===== config.mk =====
export PLATFORM = sky130hd
export DESIGN_NAME = switch_debounce_filter_flat
export DESIGN_NICKNAME = d
export VERILOG_FILES = /design/src/rtl/switch_debounce_filter_pkg.sv /design/src/rtl/switch_debounce_filter_if.sv /design/src/rtl/switch_debounce_filter_sync.sv /design/src/rtl/switch_debounce_filter.sv /design/src/flat_wrapper.sv
export SDC_FILE = /design/constraint.sdc
export NUM_CORES = 1
export LEC_CHECK = 0
export CORE_MARGIN = 4
export CORE_UTILIZATION = 48
export CTS_CLUSTER_DIAMETER = 120
export DETAILED_ROUTE_END_ITERATION = 12
export PLACE_DENSITY = 0.66
export SETUP_SLACK_MARGIN = 0.02
export SLEW_MARGIN = 25
export SYNTH_ARGS = -nofsm -noshare
export SYNTH_HDL_FRONTEND = slang
export SYNTH_SLANG_ARGS = --single-unit

===== constraint.sdc =====
create_clock -name i_Clk -period 2.87 [get_ports i_Clk]
set_clock_uncertainty 0.05 [all_clocks]
set_input_delay 0.7175 -clock i_Clk [delete_from_list [all_inputs] [get_ports i_Clk]]
set_output_delay 0.7175 -clock i_Clk [all_outputs]
set_load 0.02 [all_outputs]

===== src/rtl/switch_debounce_filter_pkg.sv =====
// rtl/switch_debounce_filter_pkg.sv - shared types and timing constants for switch conditioning
package switch_debounce_pkg;

  typedef enum logic {
    ST_IDLE  = 1'b0,
    ST_COUNT = 1'b1
  } state_t;

  localparam int DEBOUNCE_LIMIT_DEFAULT = 120000;
  localparam int SYNC_STAGES_DEFAULT    = 2;
  localparam int CLK_HZ                 = 12_000_000;

endpackage


===== src/rtl/switch_debounce_filter_if.sv =====
// rtl/switch_debounce_filter_if.sv - raw pin in, debounced level and edge pulses out
interface switch_debounce_filter_if;

  logic i_Switch;
  logic o_Switch;
  logic o_Press;
  logic o_Release;

  modport slave (
    input  i_Switch,
    output o_Switch,
    output o_Press,
    output o_Release
  );

  modport master (
    output i_Switch,
    input  o_Switch,
    input  o_Press,
    input  o_Release
  );

endinterface


===== src/rtl/switch_debounce_filter_sync.sv =====
// rtl/switch_debounce_filter_sync.sv - N-stage metastability synchronizer, async active-low reset to 0
module sync_ff_chain #(
  parameter int STAGES = 2
) (
  input  logic i_Clk,
  input  logic i_Rst_n,
  input  logic i_D,
  output logic o_Q
);

  logic [STAGES-1:0] r_Chain;

  if (STAGES < 2) begin : g_bad_stages
    $fatal(1, "sync_ff_chain: STAGES must be >= 2");
  end

  always_ff @(posedge i_Clk or negedge i_Rst_n) begin
    if (!i_Rst_n) begin
      r_Chain <= '0;
    end else begin
      r_Chain <= {r_Chain[STAGES-2:0], i_D};
    end
  end

  assign o_Q = r_Chain[STAGES-1];

endmodule


===== src/rtl/switch_debounce_filter.sv =====
// rtl/switch_debounce_filter.sv - synchronizer + counter debounce with registered press/release pulses
// Pulse logic is compiled only when SWITCH_DEBOUNCE_EDGE_PULSE_EN is defined; otherwise pulses tie to 0.
module switch_debounce_filter
  import switch_debounce_pkg::*;
#(
  parameter int DEBOUNCE_LIMIT = DEBOUNCE_LIMIT_DEFAULT,
  parameter int SYNC_STAGES    = SYNC_STAGES_DEFAULT
) (
  input logic                      i_Clk,
  input logic                      i_Rst_n,
  switch_debounce_filter_if.slave  io
);

  localparam int              CW      = $clog2(DEBOUNCE_LIMIT + 1);
  localparam logic [CW-1:0]   LP_LAST = CW'(DEBOUNCE_LIMIT - 1);

  if (DEBOUNCE_LIMIT < 1 || SYNC_STAGES < 2) begin : g_bad_param
    $fatal(1, "switch_debounce_filter: need DEBOUNCE_LIMIT >= 1 and SYNC_STAGES >= 2");
  end

  logic          w_Sync;
  state_t        r_State;
  state_t        w_State_Next;
  logic [CW-1:0] r_Count;
  logic [CW-1:0] w_Count_Next;
  logic          r_Switch;
  logic          w_Switch_Next;

  sync_ff_chain #(
    .STAGES (SYNC_STAGES)
  ) u_sync (
    .i_Clk   (i_Clk),
    .i_Rst_n (i_Rst_n),
    .i_D     (io.i_Switch),
    .o_Q     (w_Sync)
  );

  always_ff @(posedge i_Clk or negedge i_Rst_n) begin
    if (!i_Rst_n) begin
      r_State  <= ST_IDLE;
      r_Count  <= '0;
      r_Switch <= 1'b0;
    end else begin
      r_State  <= w_State_Next;
      r_Count  <= w_Count_Next;
      r_Switch <= w_Switch_Next;
    end
  end

  // Any sample matching the current level is a bounce: drop all accumulated credit.
  always_comb begin
    w_State_Next  = r_State;
    w_Count_Next  = r_Count;
    w_Switch_Next = r_Switch;
    case (r_State)
      ST_IDLE: begin
        if (w_Sync != r_Switch) begin
          if (DEBOUNCE_LIMIT == 1) begin
            w_Switch_Next = w_Sync;
          end else begin
            w_State_Next = ST_COUNT;
            w_Count_Next = CW'(1);
          end
        end
      end
      ST_COUNT: begin
        if (w_Sync == r_Switch) begin
          w_State_Next = ST_IDLE;
          w_Count_Next = '0;
        end else if (r_Count == LP_LAST) begin
          w_State_Next  = ST_IDLE;
          w_Count_Next  = '0;
          w_Switch_Next = w_Sync;
        end else begin
          w_Count_Next = r_Count + 1'b1;
        end
      end
      default: begin
        w_State_Next = ST_IDLE;
        w_Count_Next = '0;
      end
    endcase
  end

  assign io.o_Switch = r_Switch;

`ifdef SWITCH_DEBOUNCE_EDGE_PULSE_EN
  logic w_Accept;
  logic r_Press;
  logic r_Release;

  assign w_Accept = (w_Switch_Next != r_Switch);

  always_ff @(posedge i_Clk or negedge i_Rst_n) begin
    if (!i_Rst_n) begin
      r_Press   <= 1'b0;
      r_Release <= 1'b0;
    end else begin
      r_Press   <= w_Accept &  w_Switch_Next;
      r_Release <= w_Accept & ~w_Switch_Next;
    end
  end

  assign io.o_Press   = r_Press;
  assign io.o_Release = r_Release;
`else
  assign io.o_Press   = 1'b0;
  assign io.o_Release = 1'b0;
`endif

endmodule


===== src/flat_wrapper.sv =====
// flat-port wrapper written by rule: the top's interface ports become plain ports
module switch_debounce_filter_flat import switch_debounce_pkg::*;
#(
  parameter int DEBOUNCE_LIMIT = DEBOUNCE_LIMIT_DEFAULT,
  parameter int SYNC_STAGES    = SYNC_STAGES_DEFAULT
)
  (i_Clk, i_Rst_n, io_i_Switch, io_o_Switch, io_o_Press, io_o_Release);
  switch_debounce_filter_if io_i ();
  input logic i_Clk;
  input logic i_Rst_n;
  input wire logic [$bits(io_i.i_Switch)-1:0] io_i_Switch;
  output wire logic [$bits(io_i.o_Switch)-1:0] io_o_Switch;
  output wire logic [$bits(io_i.o_Press)-1:0] io_o_Press;
  output wire logic [$bits(io_i.o_Release)-1:0] io_o_Release;
  assign io_i.i_Switch = io_i_Switch;
  assign io_o_Switch = io_i.o_Switch;
  assign io_o_Press = io_i.o_Press;
  assign io_o_Release = io_i.o_Release;
  switch_debounce_filter #(.DEBOUNCE_LIMIT(DEBOUNCE_LIMIT), .SYNC_STAGES(SYNC_STAGES)) u_core (.i_Clk(i_Clk), .i_Rst_n(i_Rst_n), .io(io_i));
endmodule

* Yosys cells after proc, flatten, opt, wreduce, memory -nomap -nowiden *
Index checks and enable logic that the tools add are counted.

word-level totals
  bits of input ports = 3
  word-level logic and storage cells = 20
  flip-flop bits (word level) = 21

operators by class
  muxes and demuxes = 8
  $add $sub $neg = 1
  eq/ne operators = 4
  reduce and logical (&&, ||, !) cells = 1
  bitwise operators = 2

operator list
  cell                                           count
  2-to-1 mux 17 bit                              3
  one-hot mux 17 bit (2 select lines)            1
  adder 17 x 1 -> 17 bit, second input constant  1
  == test 17 bit, second input constant          1
  2-to-1 mux 1 bit                               3
  AND reduction 3 bit                            1
  != test 2 x 1 -> 1 bit, second input constant  1
  NOT 1 bit                                      2
  one-hot mux 1 bit (2 select lines)             1
  == test 1 bit                                  1
  != test 1 bit                                  1

* Logic depth before layout (Yosys ltp) *
  word-level depth = 4
  depth in mapped cells = 7
  mapped depth without buffers = 6

* Hierarchy *
From an unflattened synthesis, not the netlist that was laid out.

unflattened totals
  cells, all modules = 126
  area, all modules = 1,143.6 um^2

by module, submodules not included
  module                  cells an instance  area each (um^2)  instances
  switch_debounce_filter  124                1,093.5           1
  sync_ff_chain           2                  50.0              1

* Worst setup path after synthesis *
Ideal clock, no wire load.

  path type = reg-to-reg
  from = register u_core.r_Count[6]
  to = register u_core.r_Count[16]
  library setup time = 0.129 ns
  buffers on the path = 2
  data required time = 2.691 ns
  path slack = 0.853 ns
  arrival = 1.838 ns
  clock period less this slack = 2.017 ns
  stages on the path, launching flop included = 8
  cell sequence = dfrtp_1 buf_6 or4b_4 nor4_4 nor2_2 buf_6 o221ai_2 o41ai_1

on the way
  word-level cells in the longest chain between the ends = 4

RTL lines
  element                                                   line                                                        source
  start, declared                                           switch_debounce_filter.sv:24                                logic [CW-1:0] r_Count;
  start signal, assigned                                    switch_debounce_filter.sv:45                                r_Count <= w_Count_Next;
  adder 17 x 1 -> 17 bit or == test 17 bit (tied branches)  switch_debounce_filter.sv:75, switch_debounce_filter.sv:70
  2-to-1 mux 17 bit (*)                                     switch_debounce_filter.sv:70                                end else if (r_Count == LP_LAST) begin
  2-to-1 mux 17 bit (*)                                     switch_debounce_filter.sv:67                                if (w_Sync == r_Switch) begin
  one-hot mux 17 bit (2 select lines) (*)                   switch_debounce_filter.sv:55                                case (r_State)

Mark *: on every way between the ends. The rest lies on a longest branch, timed or not.
A chain may end at the register's enable or synchronous reset.

* Final worst setup path *
  from = register u_core.r_Count[9]
  to = register u_core.r_Count[4]

on the way
  word-level cells in the longest chain between the ends = 4

RTL lines
  element                              line
  == test 17 bit                       switch_debounce_filter.sv:70
  2-to-1 mux 17 bit                    switch_debounce_filter.sv:70
  2-to-1 mux 17 bit                    switch_debounce_filter.sv:67
  one-hot mux 17 bit (2 select lines)  switch_debounce_filter.sv:55

Every way passes these cells.

==> impl_metrics.tcl <==
set metrics [dict create \
    outcome "complete, no violations" \
    crit_type "flip-flop to flip-flop" \
    worstReg2RegStart "u_core.r_Count[9]" \
    coreArea_um2 2230 \
    place_ws_ps 691 \
    postCtsSetupRepairBufs 0 \
    grt_use_met1_pct 21.3 \
    timing_hold_violations_final 0 \
    p_per_area_nw_per_um2 418 \
    start_util_pct 50.6 \
    wl_per_cell_um 14.5 \
    worstPathArrival_ps 2370 \
    h-tree-depth 1 \
    grtUsageTotal_pct 15.5 \
    synthCells 120 \
    setup_viol 0 \
    use_met3_pct 2.76 \
    wirelength_um 2180 \
    syn_to_final_growth_pct 4.76 \
    clock_sinks 21 \
    fin_tns_setup_ps 0 \
    synth.distinct_cells 36 \
    cts.hold.buffers_added 0 \
    hold_path_class "flip-flop to flip-flop" \
    drt-initial-drc-count 41 \
    cellLeakagePower_nw 0.506 \
    busiest_layer "met2" \
    switching_share_pct 25.6 \
    r2r_slack_ps 660 \
    holdPathStages 0 \
    grt_pass1_vias 876 \
    hold_start "u_core.u_sync.r_Chain[0]" \
    cts_tree "built" \
    first_pass_iters 4 \
    syn-cell-area_um2 1130 \
    path_clk_slew_ps 120 \
    synth-seq-cells 21 \
    layout-drive-gt1-share_pct 10.7 \
    gp_congestion 0.783 \
    rows 17 \
    synth_top_cell_area_share_pct 46.5 \
    reg2regPathDepth 5 \
    finalCritPeriodShare_pct 77.0 \
    use_met2_pct 22.8 \
    die_area_um2 3200 \
    synth_edf_count 0 \
    grt_overflow 0 \
    ioPinCount 6 \
    combPwrFrac_pct 8.2 \
    cts_root_buffer "clkbuf_4" \
    worstPathMaxFanout 25 \
    yosys.area.top_type "dfrtp_1" \
    power.switching_mw 0.127 \
    seq_power_share_pct 62.5 \
    required_ps 3030 \
    dp_hpwl_um 1570 \
    synth_seq_area_share_pct 46.5 \
    async_reset_ff_share_pct 100 \
    yosys_warnings 0 \
    io_buffers 3 \
    cts_resized 0 \
    vias_per_cell 6.06 \
    hold_end "u_core.u_sync.r_Chain[1]" \
    p_int_mw 0.368 \
    finalMaxSlewViolations 0 \
    synthFlopType "dfrtp_1" \
    maxCapViolCount 0 \
    cts_max_path_buffers 2 \
    grt_max_degree 26 \
    vias 909 \
    fp.dieH_um 56.5 \
    critPathLaunchType "flip-flop" \
    layout.nets 127 \
    post-route-drc-count 0 \
    grt_pass1_wl_um 3910 \
    relSlewSlack_pct 40.2 \
    clkPwrFrac_pct 29.4 \
    synth_area_leaders "dfrtp_1 46%, a31oi_1 7.2%, nand2_1 7.0%" \
    setup_slack_ps 661 \
    die_x_um 56.5 \
    worstMarginPinSlew_ps 896 \
    ir_worst_vdd_mv 0.272 \
    avgSynthCellArea_um2 9.43 \
    clk_latency_ps 310 \
    diodes 0 \
    ant_nets 0 \
    min_period_ps 2210 \
    rsz0062_at_grt "false" \
    endpoint_kind "flip-flop" \
    cts_buffers 3 \
    max_freq_mhz 453 \
    r2r_end "u_core.r_Count[4]" \
    antenna_found_initial 0 \
]
## per-stage QoR
step	util [%]	cells	total power, mW	hold slack, ps	area [µm²]
floorplan	-	121	0.343	281	1130
CTS	53.1	150	0.501	317	1180
detailed placement	51.8	146	0.356	289	1160
finish	53.1	150	0.495	313	1180
global route	53.1	150	0.523	324	1180
global placement	51.8	146	0.355	284	1160
## cells in the final DEF (no fill, tap or decap), types with 2 or more instances in the layout
| cell | Yosys | layout |
|---|---|---|
| nand2b_1 | 2 | 2 |
| nand3_1 | 9 | 9 |
| nand2_1 | 21 | 21 |
| o21ai_0 | 5 | 5 |
| nor3_1 | 2 | 2 |
| nand4_1 | 4 | 4 |
| a31oi_1 | 13 | 13 |
| or2_2 | 2 | 2 |
| and2_1 | 2 | 2 |
| clkdlybuf4s50_1 | 0 | 3 |
| a22o_1 | 2 | 2 |
| a41oi_1 | 2 | 2 |
| a21oi_1 | 5 | 5 |
| clkbuf_4 | 0 | 3 |
| nor2_1 | 3 | 3 |
| conb_1 | 1 | 2 |
| and3_1 | 3 | 3 |
| dfrtp_1 | 21 | 21 |
## flip-flops by register name (all words and copies together) (netlist names)
register / cells
u_core.u_sync.r_Chain: 2
u_core.io.o_Switch: 1
u_core.r_Count: 17
u_core.r_State: 1
## worst max-delay path, stage by stage, from the launching register on
cell and delay [ps]:
dfrtp_1 440, or4b_4 570, nor4_4 390, nor2_2 260
a21o_1 220, a22o_1 170
## cell usage after synthesis (3+ instances only)
library cell,count
and3_1,3
a31oi_1,13
nand2_1,21
dfrtp_1,21
nand3_1,9
nand4_1,4
nor2_1,3
o21ai_0,5
a21oi_1,5
## power by group through the flow
stage | Combinational [mW] | Clock (mW) | Sequential (mW)
3_5_place_dp | 0.0410 | 0 | 0.315
3_3_place_gp | 0.0407 | 0 | 0.315
5_1_grt | 0.0478 | 0.165 | 0.311
4_1_cts | 0.0411 | 0.151 | 0.309
2_1_floorplan | 0.0300 | 0 | 0.313
6_report | 0.0405 | 0.145 | 0.309
## area by class of cell
cell class	instances	area, µm²
Timing Repair Buffer	4	37.5
Tap cell	28	35.0
Clock buffer	3	22.5
Sequential cell	21	526
Multi-Input combinational cell	92	556
Clock inverter	1	5.00
Fill cell	212	1050
Inverter	1	3.75
## layer usage
| metal | vias up | wire length (µm) |
|---|---|---|
| met4 | 0 | 44 |
| met2 | 20 | 969 |
| met5 | - | 0 |
| li1 | 446 | - |
| met3 | 5 | 94 |
| met1 | 438 | 1070 |
## how the worst max path moves through the flow
stage | end | slack [ps] | startpoint
floorplan | u_core.r_Count[16] | 850 | u_core.r_Count[6]
global placement | u_core.r_Count[15] | 720 | u_core.r_Count[0]
detailed placement | u_core.r_Count[4] | 690 | u_core.r_Count[9]
CTS | u_core.r_Count[4] | 670 | u_core.r_Count[9]
global route | u_core.r_Count[12] | 440 | u_core.io.o_Switch
finish | u_core.r_Count[4] | 660 | u_core.r_Count[9]
## cells by family after synthesis
| group | Yosys count | synth area share, % |
|---|---|---|
| mux | 1 | 0.996 |
| simple gates | 54 | 25.9 |
| fa+ha+maj | 1 | 1.11 |
| other cells | 1 | 0.332 |
| xor+xnor | 1 | 0.774 |
| buf+inv | 8 | 4.76 |
| flops | 21 | 46.5 |
| compound gates | 33 | 19.7 |
No activity file was read; power rests on OpenSTA's default activity.
